<file path="src/rtl/cnn_frame_sequencer.sv">
// cnn_frame_sequencer
// Runs a batch of images through the CNN pipeline. For each image it flushes the
// pipeline, streams IMG_PIXELS pixels from the image RAM, and waits for the
// comparator decision.
// Optional feature: define CNN_SEQ_TIMEOUT_EN to abort a batch when no decision
// arrives within TIMEOUT_CYCLES. Without it, error_o is tied low.

module cnn_frame_sequencer #(
    parameter int IMG_PIXELS     = 784,
    parameter int ADDR_W         = 16,
    parameter int FLUSH_CYCLES   = 4,
    parameter int TIMEOUT_CYCLES = 4096
) (
    input  logic              clk,
    input  logic              rst_n,
    input  logic              start_i,
    input  logic [7:0]        num_images_i,
    input  logic [ADDR_W-1:0] base_addr_i,
    output logic              mem_rd_en_o,
    output logic [ADDR_W-1:0] mem_addr_o,
    input  logic [7:0]        mem_rd_data_i,
    output logic [7:0]        pix_data_o,
    output logic              pix_valid_o,
    output logic              pipe_rst_n_o,
    input  logic              fc_dec_valid_i,
    input  logic [3:0]        fc_decision_i,
    output logic              res_valid_o,
    output logic [3:0]        res_decision_o,
    output logic [7:0]        res_idx_o,
    output logic              busy_o,
    output logic              done_o,
    output logic              error_o
);

    localparam int PIX_W = $clog2(IMG_PIXELS);
    localparam int FL_W  = $clog2(FLUSH_CYCLES + 1);

    typedef enum logic [2:0] {
        S_IDLE,
        S_FLUSH,
        S_STREAM,
        S_DRAIN,
        S_WAIT_RES,
        S_FIN
    } state_t;

    state_t            state_q, state_d;
    logic [7:0]        num_q, num_d;
    logic [7:0]        img_q, img_d;
    logic [ADDR_W-1:0] img_base_q, img_base_d;
    logic [PIX_W-1:0]  pix_q, pix_d;
    logic [FL_W-1:0]   flush_q, flush_d;
    logic              rd_valid_q, rd_valid_d;
    logic              res_valid_q, res_valid_d;
    logic [3:0]        res_dec_q, res_dec_d;
    logic [7:0]        res_idx_q, res_idx_d;
    logic              zero_done_q, zero_done_d;
    logic              rd_en;
    logic              pipe_run;

`ifdef CNN_SEQ_TIMEOUT_EN
    localparam int TO_W = $clog2(TIMEOUT_CYCLES + 1);
    logic [TO_W-1:0]   to_q, to_d;
    logic              error_q, error_d;
`endif

    // Next-state, counter updates and per-state output strobes
    always_comb begin
        state_d     = state_q;
        num_d       = num_q;
        img_d       = img_q;
        img_base_d  = img_base_q;
        pix_d       = pix_q;
        flush_d     = flush_q;
        res_valid_d = 1'b0;
        res_dec_d   = res_dec_q;
        res_idx_d   = res_idx_q;
        zero_done_d = 1'b0;
        rd_en       = 1'b0;
        pipe_run    = 1'b0;
`ifdef CNN_SEQ_TIMEOUT_EN
        to_d        = to_q;
        error_d     = error_q;
`endif

        case (state_q)
            S_IDLE: begin
                if (start_i) begin
`ifdef CNN_SEQ_TIMEOUT_EN
                    error_d = 1'b0;
`endif
                    if (num_images_i == 8'd0) begin
                        zero_done_d = 1'b1;
                    end else begin
                        num_d      = num_images_i;
                        img_d      = 8'd0;
                        img_base_d = base_addr_i;
                        flush_d    = '0;
                        state_d    = S_FLUSH;
                    end
                end
            end
            S_FLUSH: begin
                if (flush_q == FL_W'(FLUSH_CYCLES - 1)) begin
                    pix_d   = '0;
                    state_d = S_STREAM;
                end else begin
                    flush_d = flush_q + 1'b1;
                end
            end
            S_STREAM: begin
                pipe_run = 1'b1;
                rd_en    = 1'b1;
                if (pix_q == PIX_W'(IMG_PIXELS - 1)) begin
                    state_d = S_DRAIN;
                end else begin
                    pix_d = pix_q + 1'b1;
                end
            end
            S_DRAIN: begin
                pipe_run = 1'b1;
`ifdef CNN_SEQ_TIMEOUT_EN
                to_d     = '0;
`endif
                state_d  = S_WAIT_RES;
            end
            S_WAIT_RES: begin
                pipe_run = 1'b1;
                if (fc_dec_valid_i) begin
                    res_valid_d = 1'b1;
                    res_dec_d   = fc_decision_i;
                    res_idx_d   = img_q;
                    if (({1'b0, img_q} + 9'd1) < {1'b0, num_q}) begin
                        img_d      = img_q + 8'd1;
                        img_base_d = img_base_q + ADDR_W'(IMG_PIXELS);
                        flush_d    = '0;
                        state_d    = S_FLUSH;
                    end else begin
                        state_d = S_FIN;
                    end
                end
`ifdef CNN_SEQ_TIMEOUT_EN
                else if (to_q == TO_W'(TIMEOUT_CYCLES - 1)) begin
                    error_d = 1'b1;
                    state_d = S_FIN;
                end else begin
                    to_d = to_q + 1'b1;
                end
`endif
            end
            S_FIN: begin
                state_d = S_IDLE;
            end
            default: begin
                state_d = S_IDLE;
            end
        endcase
    end

    // Register file: synchronous active-low reset returns everything to idle
    always_ff @(posedge clk) begin
        if (!rst_n) begin
            state_q     <= S_IDLE;
            num_q       <= '0;
            img_q       <= '0;
            img_base_q  <= '0;
            pix_q       <= '0;
            flush_q     <= '0;
            rd_valid_q  <= 1'b0;
            res_valid_q <= 1'b0;
            res_dec_q   <= '0;
            res_idx_q   <= '0;
            zero_done_q <= 1'b0;
`ifdef CNN_SEQ_TIMEOUT_EN
            to_q        <= '0;
            error_q     <= 1'b0;
`endif
        end else begin
            state_q     <= state_d;
            num_q       <= num_d;
            img_q       <= img_d;
            img_base_q  <= img_base_d;
            pix_q       <= pix_d;
            flush_q     <= flush_d;
            rd_valid_q  <= rd_en;
            res_valid_q <= res_valid_d;
            res_dec_q   <= res_dec_d;
            res_idx_q   <= res_idx_d;
            zero_done_q <= zero_done_d;
`ifdef CNN_SEQ_TIMEOUT_EN
            to_q        <= to_d;
            error_q     <= error_d;
`endif
        end
    end

    // The RAM output register supplies the pixel; the valid flag is the read
    // strobe delayed to line up with it, so pixels trail reads by one cycle.
    always_comb begin
        mem_rd_en_o    = rd_en;
        mem_addr_o     = rd_en ? (img_base_q + ADDR_W'(pix_q)) : '0;
        pix_valid_o    = rd_valid_q;
        pix_data_o     = rd_valid_q ? mem_rd_data_i : 8'h00;
        pipe_rst_n_o   = pipe_run;
        res_valid_o    = res_valid_q;
        res_decision_o = res_dec_q;
        res_idx_o      = res_idx_q;
        busy_o         = (state_q != S_IDLE) && (state_q != S_FIN);
        done_o         = (state_q == S_FIN) || zero_done_q;
`ifdef CNN_SEQ_TIMEOUT_EN
        error_o        = error_q;
`else
        error_o        = 1'b0;
`endif
    end

endmodule

</file>
<file path="config.mk">
export PLATFORM = sky130hd
export DESIGN_NAME = cnn_frame_sequencer
export DESIGN_NICKNAME = d
export VERILOG_FILES = /design/src/rtl/cnn_frame_sequencer.sv
export SDC_FILE = /design/constraint.sdc
export NUM_CORES = 1
export LEC_CHECK = 0
export BUFFER_PORTS_ARGS = -buffer_cell sky130_fd_sc_hd__clkbuf_2
export CORE_MARGIN = 10
export CORE_UTILIZATION = 51
export CTS_BUF_LIST = sky130_fd_sc_hd__clkbuf_8
export DETAILED_ROUTE_END_ITERATION = 16
export GPL_TIMING_DRIVEN = 0
export PLACE_DENSITY_LB_ADDON = 0.12
export SYNTH_ARGS = -nofsm -noshare
export SYNTH_HDL_FRONTEND = slang
export SYNTH_SLANG_ARGS = --single-unit
</file>
<file path="constraint.sdc">
create_clock -name clk -period 2.8 [get_ports clk]
set_input_delay 0.28 -clock clk [delete_from_list [all_inputs] [get_ports clk]]
set_output_delay 0.28 -clock clk [all_outputs]
set_load 0.1 [all_outputs]
</file>
Yosys cells after proc, flatten, opt, wreduce, memory -nomap -nowiden

Index checks and enable logic that the tools add are counted.

Bits of input ports: 40
Output and inout port bits: 43
Word-level logic and storage cells: 84
Flip-flop bits (word level): 63

Bitwise gates (word level): 1
$lt $le $gt $ge: 1
Equality and inequality tests: 16
Mux-type cells: 32
Add/sub/neg operators: 6
Reduce and logical (&&, ||, !) cells: 17

Operator list:

| operator                                                          | number |
|---|---|
| 16-bit two-way mux                                                | 5 |
| 8-bit two-way mux                                                 | 5 |
| 3-bit two-way mux                                                 | 11 |
| 16-bit case mux with 2 select lines                               | 1 |
| 10-bit two-way mux                                                | 2 |
| 10-bit case mux with 2 select lines                               | 1 |
| 16-bit by 10-bit adder with 16-bit output                         | 1 |
| 16-bit by 10-bit adder with 16-bit output (second input constant) | 1 |
| 2-bit != test (second input constant)                             | 8 |
| 8-bit case mux with 2 select lines                                | 1 |
| 3-bit case mux with 5 select lines                                | 1 |
| 10-bit by 1-bit adder with 10-bit output (second input constant)  | 1 |
| 10-bit == test (second input constant)                            | 1 |
| 5-bit AND reduction                                               | 2 |
| 8-bit by 1-bit adder with 9-bit output (second input constant)    | 1 |
| 3-bit by 2-bit == test with 1-bit output (second input constant)  | 3 |
| 9-bit by 8-bit < comparator with 1-bit output                     | 1 |
| 3-bit case mux with 3 select lines                                | 1 |
| 3-bit AND reduction                                               | 3 |
| 8-bit by 1-bit adder with 8-bit output (second input constant)    | 1 |
| 8-bit logical NOT                                                 | 1 |
| 3-bit == test (second input constant)                             | 2 |
| 6-bit AND reduction                                               | 1 |
| 3-bit nonzero test                                                | 2 |
| other kinds (11)                                                  | 16 |

Depth between registers and ports, before layout

Gate-level depths: netlist of the first run.

Depth in word-level cells: 5
Gate-level depth with buffers: 12
Gate-level depth less buffers: 11

Worst setup path after synthesis of the first run

Ideal clock, no wire load.

Path kind: reg2out
From: reg pix_q[2]
To: out mem_addr_o[11]
Cell stages (with the launch flop): 8
Path slack: -0.594 ns
Required time: 2.520 ns
Buffers on the path: 0
Arrival: 3.114 ns
Path through: dfxtp_1 > ha_1 > o21ai_1 > o211ai_1 > nand4_1 > and3b_1 > or3_1 > a21oi_1

Cells in the longest elaborated chain, start to end: 2

Ends and longest elaborated chain:

| item                                      | line | source |
|---|---|---|
| from (decl)                               | 51   | `logic [PIX_W-1:0] pix_q, pix_d;` |
| from (signal assigned)                    | 183  | `pix_q <= pix_d;` |
| 16-bit by 10-bit adder with 16-bit output | 201  | `mem_addr_o = rd_en ? (img_base_q + ADDR_W'(pix_q)) : '0;` |
| 16-bit two-way mux                        | 201  |  |
| to (decl)                                 | 20   | `output logic [ADDR_W-1:0] mem_addr_o,` |

Every way passes these cells.

Worst setup path in the final report of the first run

From: reg img_q[0]
To: reg flush_q[0]

Cells in the longest elaborated chain, start to end: 4

Ends and longest elaborated chain:

| item                                          | line | source |
|---|---|---|
| from (decl)                                   | 49   | `logic [7:0] img_q, img_d;` |
| from (signal assigned)                        | 181  | `img_q <= img_d;` |
| 8-bit by 1-bit adder with 9-bit output        | 133  | `if (({1'b0, img_q} + 9'd1) < {1'b0, num_q}) begin` |
| 9-bit by 8-bit < comparator with 1-bit output | 133  |  |
| 2-bit != test (no source line)                | n/a  |  |
| 6-bit AND reduction (no source line)          | n/a  |  |
| to (signal assigned)                          | 184  | `flush_q <= flush_d;` |
| to (decl)                                     | 52   | `logic [FL_W-1:0] flush_q, flush_d;` |

Every way passes these cells.
A chain may end at the register's enable or synchronous reset.

==> results of run 1 <==
==> logic make-up (layout without fill, tap and decap cells) <==
logic type | count (synthesis) | in the layout | share of synthesized area, %
AOI/OAI and AO/OA | 134 | 134 | 22.3
and+or+nand+nor | 212 | 212 | 26.4
muxes | 1 | 1 | 0.261
other | 1 | 1 | 0.0976
buffers and inverters | 46 | 151 | 5.11
xor gates and xnor gates | 23 | 23 | 5.24
adders and majority gates | 23 | 23 | 7.69
DFF | 63 | 63 | 32.8
==> synth_stat cells, drive strengths merged (11+ instances only) <==
cell    number
a21oi       61
and2        13
clkbuf      18
dfxtp       63
ha          22
inv         18
nand2       80
nand3       17
nor2        56
o21ai       25
or3         11
xor2        14
==> state kept, by name, summed over array words and instances, names as in the netlist <==
signal	flops
img_q	8
zero_done_q	1
res_valid_o	1
pix_valid_o	1
res_decision_o	4
num_q	8
flush_q	3
pix_q	10
img_base_q	16
state_q	3
res_idx_o	8
==> placed cells by master, fill, tap and decap left out, types with 6 or more instances in the layout <==
cell and n:
dfxtp_4 6, clkbuf_2 74, nand2_1 80, ha_1 14, nor2_2 8, clkbuf_8 12, nand3_1 13, dfxtp_1 47
buf_4 11, clkbuf_1 15, and2_1 13, xnor2_1 9, a21oi_1 54, inv_1 18, nand4b_1 7, buf_6 7
o21ai_1 12, o21ai_0 12, dfxtp_2 10, nor2_1 47, or3_1 6, a21o_1 8, xor2_1 13, ha_4 7
a21oi_2 6
==> routing by layer <==
metal	wire length [um]	track usage [%]	share of wire, %
met1	5000	22.9	44
met2	5200	30.4	46
met3	838	4.85	7.4
met4	267	8.51	2.4
met5	0	0	0
==> worst max-delay path, stage by stage, from the launching register on <==
cell and delay (ns):
dfxtp_4 0.39, ha_4 0.16, and3_4 0.20, nand3_2 0.10
xnor2_1 0.15, ha_1 0.30, a21oi_2 0.12, o21a_1 0.18
o221ai_4 0.18, buf_12 0.18, a2111oi_4 0.48, nand4b_1 0.16
o21ai_1 0.12
==> power breakdown <==
part	internal [uW]	total [uW]	leakage (uW)	switching [uW]
combinational	161	379	0.00143	219
clock	548	908	0.000112	360
sequential	924	955	0.000521	31.3
==> final timing paths <==
| check | to | slack, ns | cells past startpoint |
|---|---|---|---|
| setup reg to reg | flush_q[0] | 0.001 | 12 |
| hold / removal | res_decision_o[2] | 0.15 | 3 |
| hold reg to reg | res_idx_o[4] | 0.45 | 2 |
| setup / recovery | flush_q[0] | 0.001 | 12 |
==> per-stage QoR <==
stage               instance area [um^2]  utilization, %  setup slack, ns  TNS, ns  cells
detailed placement                  4400            60.4           -0.325    -5.98    682
CTS                                 4920            67.5          0.00114        0    703
global placement                    4400            60.4           -0.290    -5.13    682
finish                              5100            69.9          0.00127        0    707
global route                        5100            69.9           -0.131   -0.793    707
floorplan                           3880               -          0.00761        0    503
==> layout make-up <==
class | count | area (um^2)
multi-input combinational | 394 | 2660
fill | 623 | 2190
sequential | 63 | 1300
timing repair buffer | 91 | 576
clock buffer | 11 | 151
buffer | 25 | 135
tap | 99 | 124
clock inverter | 5 | 80.1
inverter | 19 | 71.3
==> repair_timing <==
item,CTS,global route
gates resized for setup,48,45
setup endpoints to repair,34,34
pin swaps,7,23
setup buffers,4,5
gates cloned,2,0
endpoints found under the hold margin,0,0
==> impl_metrics.env, run 1 <==
export IMPL_num_rows=31
export IMPL_drt_first_pass_iters=4
export IMPL_initial_utilization_pct=52.7
export IMPL_maxSlewHeadroom_pct=55.1
export IMPL_critPathMaxFanout=6
export IMPL_fin_crit_sh_pct=100
export IMPL_synth_cell_types=58
export IMPL_skew_ns=0.00785
export IMPL_grt_pass1_wl_um=17700
export IMPL_routabilityCongestion=0.858
export IMPL_required_ns=3.07
export IMPL_rsz0062_at_grt="yes"
export IMPL_cts_tree="built"
export IMPL_drc=0
export IMPL_htree_levels=3
export IMPL_grt_usage_pct=18.8
export IMPL_setup_viol=0
export IMPL_fin_nets=666
export IMPL_ir_drop_v=0.000384
export IMPL_maxCapViolCount=0
export IMPL_n_antenna_cell=0
export IMPL_synth_top_area_share_pct=32.8
export IMPL_r2r_start="img_q[0]"
export IMPL_ant_nets=0
export IMPL_synthTopCellsByArea="dfxtp_1, a21oi_1, nand2_1, ha_1, nor2_1"
export IMPL_yosysWarnings=0
export IMPL_clk_pin_slew_ns=0.07
export IMPL_fin_crit_ns=2.80
export IMPL_synth_seq_cells=63
export IMPL_cts_hold_buffers=0
export IMPL_worst_setup_path_type="flop to flop"
export IMPL_total_power_uw=2240
export IMPL_wirelength_um=11300
export IMPL_hp_class="input port to flop"
export IMPL_vias=4003
export IMPL_synth_area_per_cell_um2=7.64
export IMPL_syn_num_nets=566
export IMPL_insertion_delay_ns=0.34
export IMPL_io_buffers=80
export IMPL_fin_hold_ws_ns=0.151
export IMPL_avgRoutedWirePerCell_um=16.0
export IMPL_end_kind="flop"
export IMPL_syn_inst=503
export IMPL_hold_start="fc_decision_i[2]"
export IMPL_synth_seq_area_share_pct=32.8
export IMPL_place_hpwl_um=8250
export IMPL_startpoint="img_q[0]"
export IMPL_grt_pass1_vias=3757
export IMPL_p_leak_uw=0.00207
export IMPL_worstMarginPinSlew_ns=0.674
export IMPL_synth_top_area_cell="dfxtp_1"
export IMPL_die_x_um=107
export IMPL_ys_flop_type="dfxtp_1"
export IMPL_cts_buffers=9
export IMPL_crit_arrival_ns=3.07
export IMPL_antenna_found_initial=0
export IMPL_synth_edf_count=0
export IMPL_area_growth_syn_to_layout_pct=32.7
export IMPL_overflow=0
export IMPL_outcome="complete, no violations"
export IMPL_clock_tree_root_cell="clkbuf_8"
export IMPL_cts_path_max_buffers=2
export IMPL_hold_viol=0
export IMPL_io_pins=83
export IMPL_max_freq_mhz=357
export IMPL_grt_max_degree=12
export IMPL_cts_sink_count=63
export IMPL_vias_per_cell=5.66
export IMPL_syn_area_um2=3840
export IMPL_power_density_nw_per_um2=440
export IMPL_drive_gt1_share_pct=30.3
export IMPL_drv_slew=0
export IMPL_dieArea_um2=11400
export IMPL_core_um2=7290
export IMPL_critPathLaunchType="flop"
export IMPL_die_y_um=107
export IMPL_drt_initial_drc_count=212
export IMPL_ys_async_sr_fraction_pct=0
Note: power is estimated with default switching activity, not from simulation.
==> run 2: changes to the inputs <==
--- a/config.mk
+++ b/config.mk
@@ -5,13 +5,17 @@
 export SDC_FILE = /design/constraint.sdc
 export NUM_CORES = 1
 export LEC_CHECK = 0
+export ABC_AREA = 0
 export BUFFER_PORTS_ARGS = -buffer_cell sky130_fd_sc_hd__clkbuf_2
+export CELL_PAD_IN_SITES_DETAIL_PLACEMENT = 1
+export CELL_PAD_IN_SITES_GLOBAL_PLACEMENT = 2
 export CORE_MARGIN = 10
-export CORE_UTILIZATION = 51
+export CORE_UTILIZATION = 29
 export CTS_BUF_LIST = sky130_fd_sc_hd__clkbuf_8
 export DETAILED_ROUTE_END_ITERATION = 16
 export GPL_TIMING_DRIVEN = 0
 export PLACE_DENSITY_LB_ADDON = 0.12
+export REMOVE_ABC_BUFFERS = 1
 export SYNTH_ARGS = -nofsm -noshare
 export SYNTH_HDL_FRONTEND = slang
 export SYNTH_SLANG_ARGS = --single-unit
==> run 2 against run 1 <==
Sequential cell count unchanged. Largest power group unchanged. Clock skew rose by 0.0028 ns. Critical path depth decreased by 4. Non-clock buffer count grew 2.
==> impl_metrics.env, run 2 (synthesized netlist as in run 1, its figures left out) <==
export IMPL_drive_gt1_share_pct=32.7
export IMPL_power_density_nw_per_um2=412
export IMPL_cts_buffers=9
export IMPL_vias_per_cell=4.98
export IMPL_clock_tree_root_cell="clkbuf_8"
export IMPL_n_antenna_cell=0
export IMPL_ir_drop_v=0.000183
export IMPL_post_route_util_pct=41.8
export IMPL_initial_utilization_pct=30.1
export IMPL_largest_registers="img_base_q: 16 flops, pix_q: 10 flops"
export IMPL_cts_tree="built"
export IMPL_io_pins=83
export IMPL_hp_class="input port to flop"
export IMPL_outcome="complete, no violations"
export IMPL_regMostFlops="img_base_q"
export IMPL_routabilityCongestion=0.790
export IMPL_required_ns=2.52
export IMPL_ant_nets=0
export IMPL_setup_viol=0
export IMPL_die_y_um=135
export IMPL_critPathMaxFanout=6
export IMPL_drt_first_pass_iters=4
export IMPL_placed_cell_area_um2=4370
export IMPL_fin_crit_ns=2.78
export IMPL_dieArea_um2=18200
export IMPL_maxSlewHeadroom_pct=57.4
export IMPL_vias=3903
export IMPL_grt_usage_pct=14.1
export IMPL_drv_slew=0
export IMPL_cts_path_max_buffers=2
export IMPL_insertion_delay_ns=0.36
export IMPL_mostFrequentLayoutCells="nand2_1, clkbuf_2, nor2_1"
export IMPL_worstMarginPinSlew_ns=0.637
export IMPL_htree_levels=3
export IMPL_place_hpwl_um=9130
export IMPL_cts_sink_count=63
export IMPL_worst_setup_path_type="flop to output pin"
export IMPL_max_freq_mhz=360
export IMPL_wirelength_um=12800
export IMPL_area_growth_syn_to_layout_pct=39.1
export IMPL_design_area_um2=5340
export IMPL_fin_nets=670
export IMPL_core_um2=12800
export IMPL_fin_crit_sh_pct=99.2
export IMPL_skew_ns=0.0106
export IMPL_rsz0062_at_grt="yes"
export IMPL_io_buffers=81
export IMPL_hold_viol=0
export IMPL_crit_arrival_ns=2.50
export IMPL_overflow=0
export IMPL_drt_initial_drc_count=135
export IMPL_largest_reg_flops=16
export IMPL_p_leak_uw=0.00217
export IMPL_end_kind="output pin"
export IMPL_grt_pass1_wl_um=21000
export IMPL_maxCapViolCount=0
export IMPL_clk_pin_slew_ns=0.07
export IMPL_grt_max_degree=43
export IMPL_drc=0
export IMPL_die_x_um=135
export IMPL_num_rows=41
export IMPL_critPathLaunchType="flop"
export IMPL_final_common_cell="nand2_1"
export IMPL_antenna_found_initial=0
export IMPL_grt_pass1_vias=4094
export IMPL_avgRoutedWirePerCell_um=16.3
## run 2: cell types whose count changed in the layout (fill, tap and decap cells not counted), sizes merged
cell      before  now
buf           26   42
clkbuf       101   88
a21o           9   11
clkinvlp       2    0
bufinv         2    1
clkinv         2    3
inv           18   19
## run 2: timing repair
action / 4_1_cts / 5_1_grt
gates resized for setup: 70 / 34
pin swaps: 17 / 24
hold buffers: 0 / 0
gates cloned: 2 / 0
setup endpoints to repair: 36 / 35
hold endpoints to repair: 0 / 0
buffers inserted: 21 / 14
## run 2: final timing paths
check / start / end / slack (ns) / depth (start not counted)
setup reg to reg: img_q[1] / img_q[0] / 0.11 / 12
hold reg to reg: res_idx_o[5] / res_idx_o[5] / 0.46 / 2
hold / removal: fc_decision_i[1] / res_decision_o[1] / 0.14 / 3
setup / recovery: img_base_q[2] / mem_addr_o[11] / 0.02 / 8
## run 2: power breakdown
part           internal [uW]  total [uW]  switching, uW
sequential               921         963           42.2
clock                    478         843            365
combinational            179         398            219
## run 2: area by class of cell
| cell class | instances | area [um^2] |
|---|---|---|
| fillers | 1535 | 7430 |
| multi-input cells | 396 | 2730 |
| flip-flops and latches | 63 | 1310 |
| repair buffers | 118 | 808 |
| well taps | 172 | 215 |
| clock buffers | 12 | 165 |
| inverters | 19 | 71.3 |
| clock inverters | 4 | 43.8 |
## run 2: layer usage
layer / routed length, um / global-route usage [%] / part of all wire (%)
met2: 6030 / 23.2 / 47
met5: 0 / 0 / 0
met1: 5970 / 17.1 / 47
met4: 112 / 3.95 / 0.88
met3: 679 / 4.67 / 5.3
## run 2: critical path, cell delays in order, from the launching register on
cell,delay (ns)
dfxtp_4,0.36
ha_4,0.28
o21ai_4,0.07
o211ai_1,0.23
nand4_1,0.16
and3b_2,0.27
or3_1,0.37
a21oi_2,0.18
clkbuf_16,0.22
## run 2: metrics by stage
| stage | instances | hold WS, ns | setup WS, ns | setup TNS [ns] | total power, uW |
|---|---|---|---|---|---|
| 2_1_floorplan | 476 | 0.394 | -0.636 | -9.86 | 1170 |
| 5_1_grt | 784 | 0.123 | -0.124 | -0.537 | 2330 |
| 4_1_cts | 770 | 0.119 | -0.0289 | -0.0289 | 2210 |
| 3_3_place_gp | 729 | 0.439 | -2.39 | -58.36 | 1260 |
| 3_5_place_dp | 731 | 0.448 | -0.986 | -14.87 | 1270 |
| 6_report | 784 | 0.141 | 0.0230 | 0 | 2200 |
